### src/rtl/m10_spi_pkg.sv
// Shared types and constants for the MAX10 BMC-side SPI responder.
package m10_spi_pkg;

    localparam int BYTE_W      = 8;
    localparam int SYNC_STAGES = 2;

    localparam logic [BYTE_W-1:0] DEFAULT_IDLE_BYTE = 8'h00;

    typedef enum logic {
        IDLE   = 1'b0,
        ACTIVE = 1'b1
    } spi_state_e;

endpackage

### src/rtl/m10_spi_sync.sv
// Two-flop synchroniser for one asynchronous SPI pin, followed by a registered edge detector.
module m10_spi_sync
    import m10_spi_pkg::*;
(
    input  logic clk,
    input  logic reset,
    input  logic d,
    output logic level,
    output logic rise,
    output logic fall
);

    logic [SYNC_STAGES-1:0] sync_q;
    logic                   prev_q;

    // level, rise and fall are registered together so they stay aligned with each other.
    always_ff @(posedge clk) begin
        if (reset) begin
            sync_q <= '0;
            prev_q <= 1'b0;
            level  <= 1'b0;
            rise   <= 1'b0;
            fall   <= 1'b0;
        end else begin
            sync_q <= {sync_q[SYNC_STAGES-2:0], d};
            prev_q <= sync_q[SYNC_STAGES-1];
            level  <= sync_q[SYNC_STAGES-1];
            rise   <= sync_q[SYNC_STAGES-1] & ~prev_q;
            fall   <= ~sync_q[SYNC_STAGES-1] & prev_q;
        end
    end

endmodule

### src/rtl/m10_spi_slave_responder.sv
// Oversampled SPI mode-0 slave for one PMCI link: MOSI bytes out to rx_*, tx_* bytes onto MISO.
// Optional status counters frame_cnt/byte_cnt are built when M10_SPI_STATS_EN is defined.
module m10_spi_slave_responder
    import m10_spi_pkg::*;
#(
    parameter logic [BYTE_W-1:0] IDLE_BYTE = DEFAULT_IDLE_BYTE,
    parameter int                CNT_W     = 16
) (
    input  logic              clk,
    input  logic              reset,
    input  logic              spi_clk,
    input  logic              spi_csn,
    input  logic              spi_mosi,
    output logic              spi_miso,
    output logic              spi_miso_oe,
    output logic [BYTE_W-1:0] rx_data,
    output logic              rx_valid,
    input  logic              rx_ready,
    output logic              rx_overflow,
    input  logic [BYTE_W-1:0] tx_data,
    input  logic              tx_valid,
    output logic              tx_ready,
    output logic              tx_underrun,
    input  logic              err_clr
`ifdef M10_SPI_STATS_EN
    ,
    output logic [CNT_W-1:0]  frame_cnt,
    output logic [CNT_W-1:0]  byte_cnt
`endif
);

    logic unused_sclk_lvl;
    logic sclk_rise, sclk_fall;
    logic csn_lvl, csn_rise, csn_fall;
    logic mosi_lvl, unused_mosi_rise, unused_mosi_fall;

    m10_spi_sync u_sync_sclk (.clk(clk), .reset(reset), .d(spi_clk),
                              .level(unused_sclk_lvl), .rise(sclk_rise), .fall(sclk_fall));
    m10_spi_sync u_sync_csn  (.clk(clk), .reset(reset), .d(spi_csn),
                              .level(csn_lvl), .rise(csn_rise), .fall(csn_fall));
    m10_spi_sync u_sync_mosi (.clk(clk), .reset(reset), .d(spi_mosi),
                              .level(mosi_lvl), .rise(unused_mosi_rise), .fall(unused_mosi_fall));

`ifndef M10_SPI_STATS_EN
    wire [CNT_W-1:0] unused_cnt_w = '0;
`endif

    spi_state_e        state;
    logic [2:0]        bit_cnt;
    logic [BYTE_W-1:0] rx_shift;
    logic [BYTE_W-1:0] tx_shift;
    logic              byte_seen;

    logic              active;
    logic [BYTE_W-1:0] rx_next;
    logic              byte_done;
    logic              tx_load;
    logic              rx_take;

    always_comb begin
        active    = (state == ACTIVE);
        rx_next   = {rx_shift[BYTE_W-2:0], mosi_lvl};
        byte_done = active && sclk_rise && (bit_cnt == 3'd7);
        // A byte boundary reload only happens once the frame has delivered a byte, so the
        // first falling edge after the frame-start load shifts instead of popping again.
        tx_load   = csn_fall || (active && sclk_fall && (bit_cnt == 3'd0) && byte_seen);
        rx_take   = rx_valid && rx_ready;
    end

    assign spi_miso = tx_shift[BYTE_W-1];

    always_ff @(posedge clk) begin
        if (reset) begin
            state       <= IDLE;
            bit_cnt     <= 3'd0;
            rx_shift    <= '0;
            tx_shift    <= '0;
            byte_seen   <= 1'b0;
            rx_data     <= '0;
            rx_valid    <= 1'b0;
            rx_overflow <= 1'b0;
            tx_underrun <= 1'b0;
            tx_ready    <= 1'b0;
            spi_miso_oe <= 1'b0;
`ifdef M10_SPI_STATS_EN
            frame_cnt   <= '0;
            byte_cnt    <= '0;
`endif
        end else begin
            tx_ready    <= tx_load && tx_valid;
            spi_miso_oe <= !csn_lvl && (active || csn_fall);

            if (tx_load) begin
                tx_shift <= tx_valid ? tx_data : IDLE_BYTE;
            end else if (active && sclk_fall) begin
                tx_shift <= {tx_shift[BYTE_W-2:0], 1'b0};
            end

            if (csn_fall) begin
                state     <= ACTIVE;
                bit_cnt   <= 3'd0;
                byte_seen <= 1'b0;
            end else if (active && csn_rise) begin
                state <= IDLE;
`ifdef M10_SPI_STATS_EN
                if (byte_seen) frame_cnt <= frame_cnt + 1'b1;
`endif
            end else if (active && sclk_rise) begin
                rx_shift <= rx_next;
                bit_cnt  <= bit_cnt + 3'd1;
                if (byte_done) byte_seen <= 1'b1;
            end

            // A same-cycle handshake frees the holding register for the new byte.
            if (byte_done && (!rx_valid || rx_take)) begin
                rx_data  <= rx_next;
                rx_valid <= 1'b1;
            end else if (rx_take) begin
                rx_valid <= 1'b0;
            end

            if (err_clr)                                 rx_overflow <= 1'b0;
            else if (byte_done && rx_valid && !rx_ready) rx_overflow <= 1'b1;

            if (err_clr)                    tx_underrun <= 1'b0;
            else if (tx_load && !tx_valid)  tx_underrun <= 1'b1;

`ifdef M10_SPI_STATS_EN
            if (byte_done) byte_cnt <= byte_cnt + 1'b1;
`endif
        end
    end

endmodule

### config.mk
export PLATFORM = sky130hd
export DESIGN_NAME = m10_spi_slave_responder
export DESIGN_NICKNAME = d
export VERILOG_FILES = /design/src/rtl/m10_spi_pkg.sv /design/src/rtl/m10_spi_sync.sv /design/src/rtl/m10_spi_slave_responder.sv
export SDC_FILE = /design/constraint.sdc
export NUM_CORES = 1
export LEC_CHECK = 0
export ABC_CLOCK_PERIOD_IN_PS = 4110
export CAP_MARGIN = 10
export CELL_PAD_IN_SITES_DETAIL_PLACEMENT = 1
export CELL_PAD_IN_SITES_GLOBAL_PLACEMENT = 1
export CORE_MARGIN = 2
export CORE_UTILIZATION = 45
export CTS_BUF_LIST = sky130_fd_sc_hd__clkbuf_4 sky130_fd_sc_hd__clkbuf_8
export CTS_CLUSTER_SIZE = 25
export DETAILED_ROUTE_END_ITERATION = 6
export PLACE_DENSITY_LB_ADDON = 0.25
export SETUP_SLACK_MARGIN = 0.3
export SYNTH_ARGS = -nofsm -noshare
export SYNTH_HDL_FRONTEND = slang
export SYNTH_SLANG_ARGS = --single-unit
### constraint.sdc
create_clock -name clk -period 4.11 [get_ports clk]
set_clock_uncertainty 0.15 [all_clocks]
set_input_delay 0.822 -clock clk [delete_from_list [all_inputs] [get_ports clk]]
set_output_delay 0.822 -clock clk [all_outputs]
set_load 0.03 [all_outputs]
Word-level counts from Yosys, hierarchy flattened. Cells that the tools add are included.

Reductions and logical operators: 29. Eq/ne operators: 1. Add/sub/neg operators: 1. Multiplexer cells: 7. Bitwise logic cells: 10.

Operator list (count): $mux 8 (3); $logic_and 1x1->1 (13); $not 1->1 (6); $reduce_and 3->1 (2); $reduce_bool 2->1 (3); $and 1x1->1 (4); $logic_not 1->1 (4); $mux 1 (4); $reduce_or 2->1 (2); $add 3x1->3 const B (1); $eq 3x3->1 const B (1); $logic_not 3->1 (1); $logic_or 1x1->1 (3); $reduce_and 2->1 (1).

Input port bits: 16. Register bits: 46. Logic and storage cells: 69.

Logic depth before layout (Yosys ltp). Gate-level depths: netlist of run 1.

Depth in word-level cells: 5. Gate-level depth with buffers: 6.

Hierarchy. A second synthesis of run 1 with hierarchy kept.

Cells, all modules: 200. Area, all modules: 1889.3 sq um.

By module, submodules not included: m10_spi_slave_responder (seq. area each 660.6 sq um, cells each 170, instances 1, area an instance 1487.7 sq um); m10_spi_sync (seq. area each 100.1 sq um, cells each 10, instances 3, area an instance 133.9 sq um).

Worst setup path after synthesis of run 1. OpenSTA, ideal clock, no wires.

Path kind: input-to-reg. Start: input port tx_valid. End: register tx_shift[7]. Arrival time: 1390 ps. Data required time: 3827 ps. Stages on the path: 4. Path buffers: 2. Path slack: 2437 ps. Cell sequence: clkbuf_2 buf_2 a32oi_1 a31oi_1.

Word-level cells in the longest chain between the ends: 2.

Ends and longest elaborated chain: from (decl) (RTL line m10_spi_slave_responder.sv:21) `input logic tx_valid,`; $mux 8 (RTL line m10_spi_slave_responder.sv:94) `tx_shift <= tx_valid ? tx_data : IDLE_BYTE;`; $mux 8 (RTL line m10_spi_slave_responder.sv:93) `if (tx_load) begin`; to (signal assigned) (RTL line m10_spi_slave_responder.sv:94); to (signal assigned) (RTL line m10_spi_slave_responder.sv:96) `tx_shift <= {tx_shift[BYTE_W-2:0], 1'b0};`; to (decl) (RTL line m10_spi_slave_responder.sv:51) `logic [BYTE_W-1:0] tx_shift;`.

Every way passes these cells. A chain may end at the register's enable or synchronous reset.

Worst setup path after layout of run 1.
Start: register rx_data[7]. End: output port rx_data[7].

RTL lines: from (decl) (RTL line m10_spi_slave_responder.sv:16) `output logic [BYTE_W-1:0] rx_data,`; from (signal assigned) (RTL line m10_spi_slave_responder.sv:116) `rx_data <= rx_next;`.

No word-level cell between the ends.

==> impl_results.md, run 1 <==
* Total power at 0.000826 W
* Maximum clock frequency at 434 MHz
* Fraction of layout cells with a size suffix above 1 at 5.05%
* RSZ-0062 raised after global routing: false
* Routed wire length per instance at 16.0 µm
* Cts repair resizes at 0
* YS warnings at 0
* Total gr overflow at 0
* Post-Syn Area at 1840 µm²
* Vias in the first global route at 1452
* Hold_buf cts at 0
* ANT cells at 0
* Seq pwr share at 55.0%
* Switching part of the total at 21.2%
* Sequential area share after synthesis at 50.1%
* WS Path Type: flop to output port
* Io pins at 30
* Routed met1 length at 1.91 mm
* Chip Width at 67.9 µm
* H-Tree Depth at 2
* Setup crit start kind: flop
* Nets@finish at 236
* Pre-Repair DR Iteration Count at 4
* Worst min path class: flop to flop
* Met3 wire length at 166 µm
* Number of port buffers at 29
* Post-Syn Area per Cell at 9.33 µm²
* Max-slew violation count at 0
* Post-Route Setup TNS at 0 ns
* Buf/Inv on CP at 1
* # rows at 23
* Arr. time, crit path at 1.33 ns
* # DRC at 0
* Worst-margin pin slew at 1.08 ns
* Placer Congestion at 0.805
* Setup crit end kind: output port
* Sequence of cells on the critical path: clkdlybuf4s50_1
* Area Overhead vs Synth at 19.5%
* Num CTS Buffers at 5
* WL met2 at 2.15 mm
* Pwr/cell area at 376 nW/µm²
* Hold Vio Cnt, Final at 0
* Clock power share at 40.8%
* Leak at 0.751 nW
* Final Hold Slack at 0.266 ns
* Clk pin slew, worst setup/hold paths at 0.09 ns
* Synth Flop Type: dfxtp_1
* Clock tree buffer depth at 2
* Initial antenna violation count at 0
* Final HPWL from detailed placement at 2.85 mm
* Highest routed layer: met4
* Sw power at 0.000175 W
* First-pass GRT wire length at 6.93 mm
* Pint at 0.000651 W
* Setup violations, final at 0
* Root Buffer: clkbuf_8
* Cells after Synth at 197
* Starting Density at 46.3%
* Fin cells at 268
* Skew-Pair Late Insertion Delay at 0.30 ns
* Maxcap violations at 0
* Slew headroom at 27.6%
* Status: complete, no violations
* Via count at 1515
* CTS tree: built
* Synth area leaders: dfxtp_1 50%, nor2b_1 6.5%, a21oi_1 5.7%
* Clock Sinks at 46
* Syn Nets at 216
* Placed Instances at 260
* Full die area at 4610 µm²
* Synth top area share at 50.1%
* Largest net degree at the start of global routing at 33
* Slowest CP cell: clkdlybuf4s50_1
* Comb power frac at 4.2%
* Crit path time final at 2.30 ns
* #FFs+latches synth at 46
* Core ar. at 3970 µm²
* Fill cells at 476
* Top delay family on crit path: buffers and inverters
* Area leader, netlist: dfxtp_1
* Period utilization at 56.1%
* Post-CTS Setup Repair Bufs at 0
* Area of the multi-input gates at 787 µm²
* Die Height at 67.9 µm
* Max incr delay on CP at 0.69 ns
* Drt total wl at 4.28 mm
* Worst vdd rail ir drop at 0.000292 V
* Synth async-reset ratio at 0%
* Synth unique cells at 32
* Antenna viol nets, final at 0
* Max FO, Critical Path at 2
* Number of synthesized flops with an enable pin at 0
* Vias per cell at 5.65
* Tot GR Track Use at 20.4%
* Detailed Route Iter0 Violations at 96
* Worst path required time at 3.14 ns
* Register Area at 921 µm²
## cell families after synthesis
kind of cell             synth area share [%]
AO/OA/AOI/OAI                            16.9
XOR/XNOR                                0.477
adder cells (fa/ha/maj)                  2.04
buffers and inverters                    7.08
flip-flops                               50.1
multiplexers                             1.09
AND/OR/NAND/NOR                          22.3
## synth_stat cells, types with 5 or more instances
cell type,number
dfxtp_1,46
a32oi_1,8
nand3_1,17
nor3_1,7
clkbuf_1,5
nand4_1,8
a31oi_1,7
buf_2,6
nand2_1,8
nor2b_1,19
a21oi_1,21
o21ai_0,15
## cells in the final DEF (no fill, tap or decap)
cell             netlist  final
dfxtp_1               46     46
clkdlybuf4s50_1        0     29
a21oi_1               21     21
nor2b_1               19     19
nand3_1               17     17
o21ai_0               15     15
nand2_1                8      8
nand4_1                8      8
a32oi_1                8      8
nor3_1                 7      7
a31oi_1                7      7
clkbuf_8               0      5
inv_1                  4      4
nor3b_1                3      3
ha_1                   3      3
nor2_1                 2      2
mux2i_1                2      2
and3_1                 1      1
nand2b_1               1      1
and2_4                 1      1
and3b_1                1      1
a211oi_1               1      1
nand3b_2               1      1
and4bb_1               1      1
nand3b_1               1      1
a41oi_1                1      1
xnor2_1                1      1
bufinv_16              0      1
inv_6                  0      1
clkinv_2               0      1
buf_4                  2      1
## state kept, by name, summed over array words and instances (netlist names), 2 cells and up
| register | flops |
|---|---|
| rx_data | 8 |
| tx_shift | 8 |
| rx_shift | 7 |
| bit_cnt | 3 |
| u_sync_csn.sync_q | 2 |
| u_sync_mosi.sync_q | 2 |
| u_sync_sclk.sync_q | 2 |
## power by group through the flow
stage                     Combinational [W]  Sequential (W)  Clock, W
after floorplan                   0.0000166        0.000463         0
after global placement            0.0000329        0.000465         0
after detailed placement          0.0000340        0.000465         0
after CTS                         0.0000344        0.000455  0.000344
after global routing              0.0000373        0.000455  0.000365
final                             0.0000344        0.000454  0.000338
## worst paths after layout
path	depth (start not counted)	startpoint	to	slack, ns
worst max register to register	3	u_sync_csn.fall$_SDFF_PP0_	tx_shift[6]$_SDFFE_PP0P_	2.22
worst max-delay path	1	rx_data[7]$_SDFFE_PP0P_	rx_data[7]	1.81
worst min register to register	1	u_sync_sclk.sync_q[1]$_SDFF_PP0_	u_sync_sclk.fall$_SDFF_PP0_	0.27
worst min-delay path	1	u_sync_sclk.sync_q[1]$_SDFF_PP0_	u_sync_sclk.fall$_SDFF_PP0_	0.27
## per-layer routing
layer  track usage [%]  up-vias
met5                 0        -
met4              7.00        0
met3              5.59        6
met2              34.4       25
met1              25.0      737
li1                  -      747
## per-stage QoR
stage | setup WS [ns] | area [µm²] | utilization (%)
floorplan | 2.44 | 1840 | -
global placement | 1.63 | 2080 | 52.5
detailed placement | 1.58 | 2080 | 52.5
CTS | 1.79 | 2200 | 55.3
global route | 1.75 | 2200 | 55.3
finish | 1.81 | 2200 | 55.3
## area by class of cell
type	instances	share of cell area, %
tap	50	2.85
inverter	4	0.684
clock inverter	3	1.99
multi-input combinational	130	35.8
sequential	46	41.9
clock buffer	5	3.13
timing repair buffer	30	13.6
(Power assumes the default switching activity.)
==> inputs of run 2 (changes only) <==
--- a/config.mk
+++ b/config.mk
@@ -5,12 +5,12 @@
 export SDC_FILE = /design/constraint.sdc
 export NUM_CORES = 1
 export LEC_CHECK = 0
-export ABC_CLOCK_PERIOD_IN_PS = 4110
+export ABC_CLOCK_PERIOD_IN_PS = 2200
 export CAP_MARGIN = 10
 export CELL_PAD_IN_SITES_DETAIL_PLACEMENT = 1
 export CELL_PAD_IN_SITES_GLOBAL_PLACEMENT = 1
 export CORE_MARGIN = 2
-export CORE_UTILIZATION = 45
+export CORE_UTILIZATION = 41
 export CTS_BUF_LIST = sky130_fd_sc_hd__clkbuf_4 sky130_fd_sc_hd__clkbuf_8
 export CTS_CLUSTER_SIZE = 25
 export DETAILED_ROUTE_END_ITERATION = 6
==> constraint.sdc (replaced) <==
create_clock -name clk -period 2.2 [get_ports clk]
set_clock_uncertainty 0.15 [all_clocks]
set_input_delay 0.44 -clock clk [delete_from_list [all_inputs] [get_ports clk]]
set_output_delay 0.44 -clock clk [all_outputs]
set_load 0.03 [all_outputs]
==> run 2 against run 1 <==
Compared with the run above: final area increased by 0.57%; clock power increased by 51%; global-route usage decreased by 2.0 points; first-iteration DRC count increased by 30%; via count increased by 0.59%; hold slack improved by 0.014 ns; sequential share of layout area decreased by 0.24 points; routed wire length decreased by 0.26%; count of clock-buffer cells in the layout unchanged; critical path type is now flop to flop; highest routed layer unchanged.
==> impl_results.md, run 2 (synthesized netlist as in run 1, its figures left out) <==
* RR Endpoint: rx_data[2]$_SDFFE_PP0P_
* Placed Instances at 265
* Post-CTS Setup Repair Bufs at 0
* Number of port buffers at 29
* Via count at 1524
* Core ar. at 4320 µm²
* Vias per cell at 5.58
* Routed wire length per instance at 15.6 µm
* Worst hold path startpoint: u_sync_sclk.prev_q$_SDFF_PP0_
* Full die area at 5030 µm²
* Starting Density at 42.5%
* WS Path Type: flop to flop
* Cell Area, Placed at 2120 µm²
* Clock tree buffer depth at 2
* Maximum clock frequency at 596 MHz
* Fin cells at 273
* Final HPWL from detailed placement at 3.03 mm
* Largest net degree at the start of global routing at 33
* Root Buffer: clkbuf_8
* Slew headroom at 61.1%
* Total power at 0.00143 W
* Crit path time final at 1.68 ns
* Maxcap violations at 0
* Period utilization at 76.3%
* Chip Width at 71.0 µm
* Area Overhead vs Synth at 20.1%
* RSZ-0062 raised after global routing: false
* Worst min path class: flop to flop
* Clk pin slew, worst setup/hold paths at 0.09 ns
* Setup crit start kind: flop
* Clock Sinks at 46
* Vias in the first global route at 1490
* Pre-CTS setup slack at 0.242 ns
* Fin area at 2210 µm²
* Top Registers: rx_data x8, tx_shift x8, rx_shift x7
* # rows at 24
* Io pins at 30
* Commonest non-fill, non-tap cells in the layout: 46 x dfxtp_1, 21 x a21oi_1, 19 x nor2b_1
* Die Height at 71.0 µm
* Hold EP: u_sync_sclk.rise$_SDFF_PP0_
* ANT cells at 0
* CTS tree: built
* Pre-Repair DR Iteration Count at 4
* Total gr overflow at 0
* First-pass GRT wire length at 7.29 mm
* Setup ws final at 0.522 ns
* Antenna viol nets, final at 0
* Worst path required time at 2.25 ns
* Reg2Reg Depth at 5
* Initial antenna violation count at 0
* Max-slew violation count at 0
* Worst-margin pin slew at 0.582 ns
* Nets@finish at 239
* Arr. time, crit path at 1.73 ns
* Skew-Pair Late Insertion Delay at 0.30 ns
* Status: complete, no violations
* Pwr/cell area at 648 nW/µm²
* H-Tree Depth at 2
* Max FO, Critical Path at 9
* Fraction of layout cells with a size suffix above 1 at 6.33%
* Post-Route Setup TNS at 0 ns
* Drt total wl at 4.27 mm
* Hold path depth at 1
* Leak at 0.879 nW
* Worst vdd rail ir drop at 0.000413 V
* Placer Congestion at 0.807
* Setup violations, final at 0
* R2r setup slk at 0.52 ns
* Hold Vio Cnt, Final at 0
* Setup crit end kind: flop
* Detailed Route Iter0 Violations at 125
* Most common cell after layout, fill and taps aside: dfxtp_1
* Tot GR Track Use at 18.4%
* Hold_buf cts at 0
* # DRC at 0
* Num CTS Buffers at 5
* Worst flop-to-flop path startpoint: bit_cnt[1]$_SDFFE_PP0P_
-- run 2: changes by cell type in the layout (fill, tap and decap cells not counted), moves of 2 or more --
cell and change:
dlygate4sd2_1 +10, buf_4 +2, dlymetal6s2s_1 +4, clkdlybuf4s50_1 -14
-- run 2: stage by stage --
step	hold slack (ns)	utilization (%)
floorplan	0.233	-
global placement	0.238	49.0
detailed placement	0.264	49.0
CTS	0.274	50.8
global route	0.293	51.1
finish	0.280	51.1
-- run 2: repair_timing --
action / CTS / global route
gates cloned: 0 / 0
endpoints found under the hold margin: 0 / 0
resized for setup: 10 / 4
setup endpoints to repair: 10 / 4
-- run 2: power breakdown --
part,switching [W],internal [W],total [W]
registers,0.00000472,0.000842,0.000847
clock network,0.000288,0.000223,0.000511
logic,0.0000332,0.0000390,0.0000722
-- run 2: layout make-up --
| type | instances | area [µm²] |
|---|---|---|
| Clock buffer | 5 | 68.8 |
| Sequential cell | 46 | 921 |
| Timing Repair Buffer | 33 | 330 |
| Inverter | 4 | 15.0 |
| Clock inverter | 3 | 21.3 |
| Fill cell | 514 | 2120 |
| Tap cell | 52 | 65.1 |
| Multi-Input combinational cell | 130 | 787 |
-- run 2: worst max-delay path by stage --
stage,cells past startpoint,from,endpoint,slack (ns)
after floorplan,6,bit_cnt[0]$_SDFFE_PP0P_,rx_overflow$_SDFFE_PP0P_,0.79
after global placement,4,tx_valid,tx_underrun$_SDFFE_PP0P_,0.32
after detailed placement,4,tx_valid,tx_underrun$_SDFFE_PP0P_,0.24
after CTS,1,rx_data[3]$_SDFFE_PP0P_,rx_data[3],0.31
after global routing,5,bit_cnt[1]$_SDFFE_PP0P_,rx_data[4]$_SDFFE_PP0P_,0.33
final,5,bit_cnt[1]$_SDFFE_PP0P_,rx_data[2]$_SDFFE_PP0P_,0.52
-- run 2: metal layers --
| metal | wire [µm] | track usage, % |
|---|---|---|
| met1 | 1820 | 23.6 |
| met2 | 2260 | 30.6 |
| met3 | 139 | 4.70 |
| met4 | 49 | 5.45 |
| met5 | 0 | 0 |
-- run 2: critical path: stages (launching register included) --
cell     delay [ns]
dfxtp_1        0.37
ha_1           0.18
ha_1           0.20
nand3_1        0.29
o21ai_0        0.29
a21oi_1        0.09
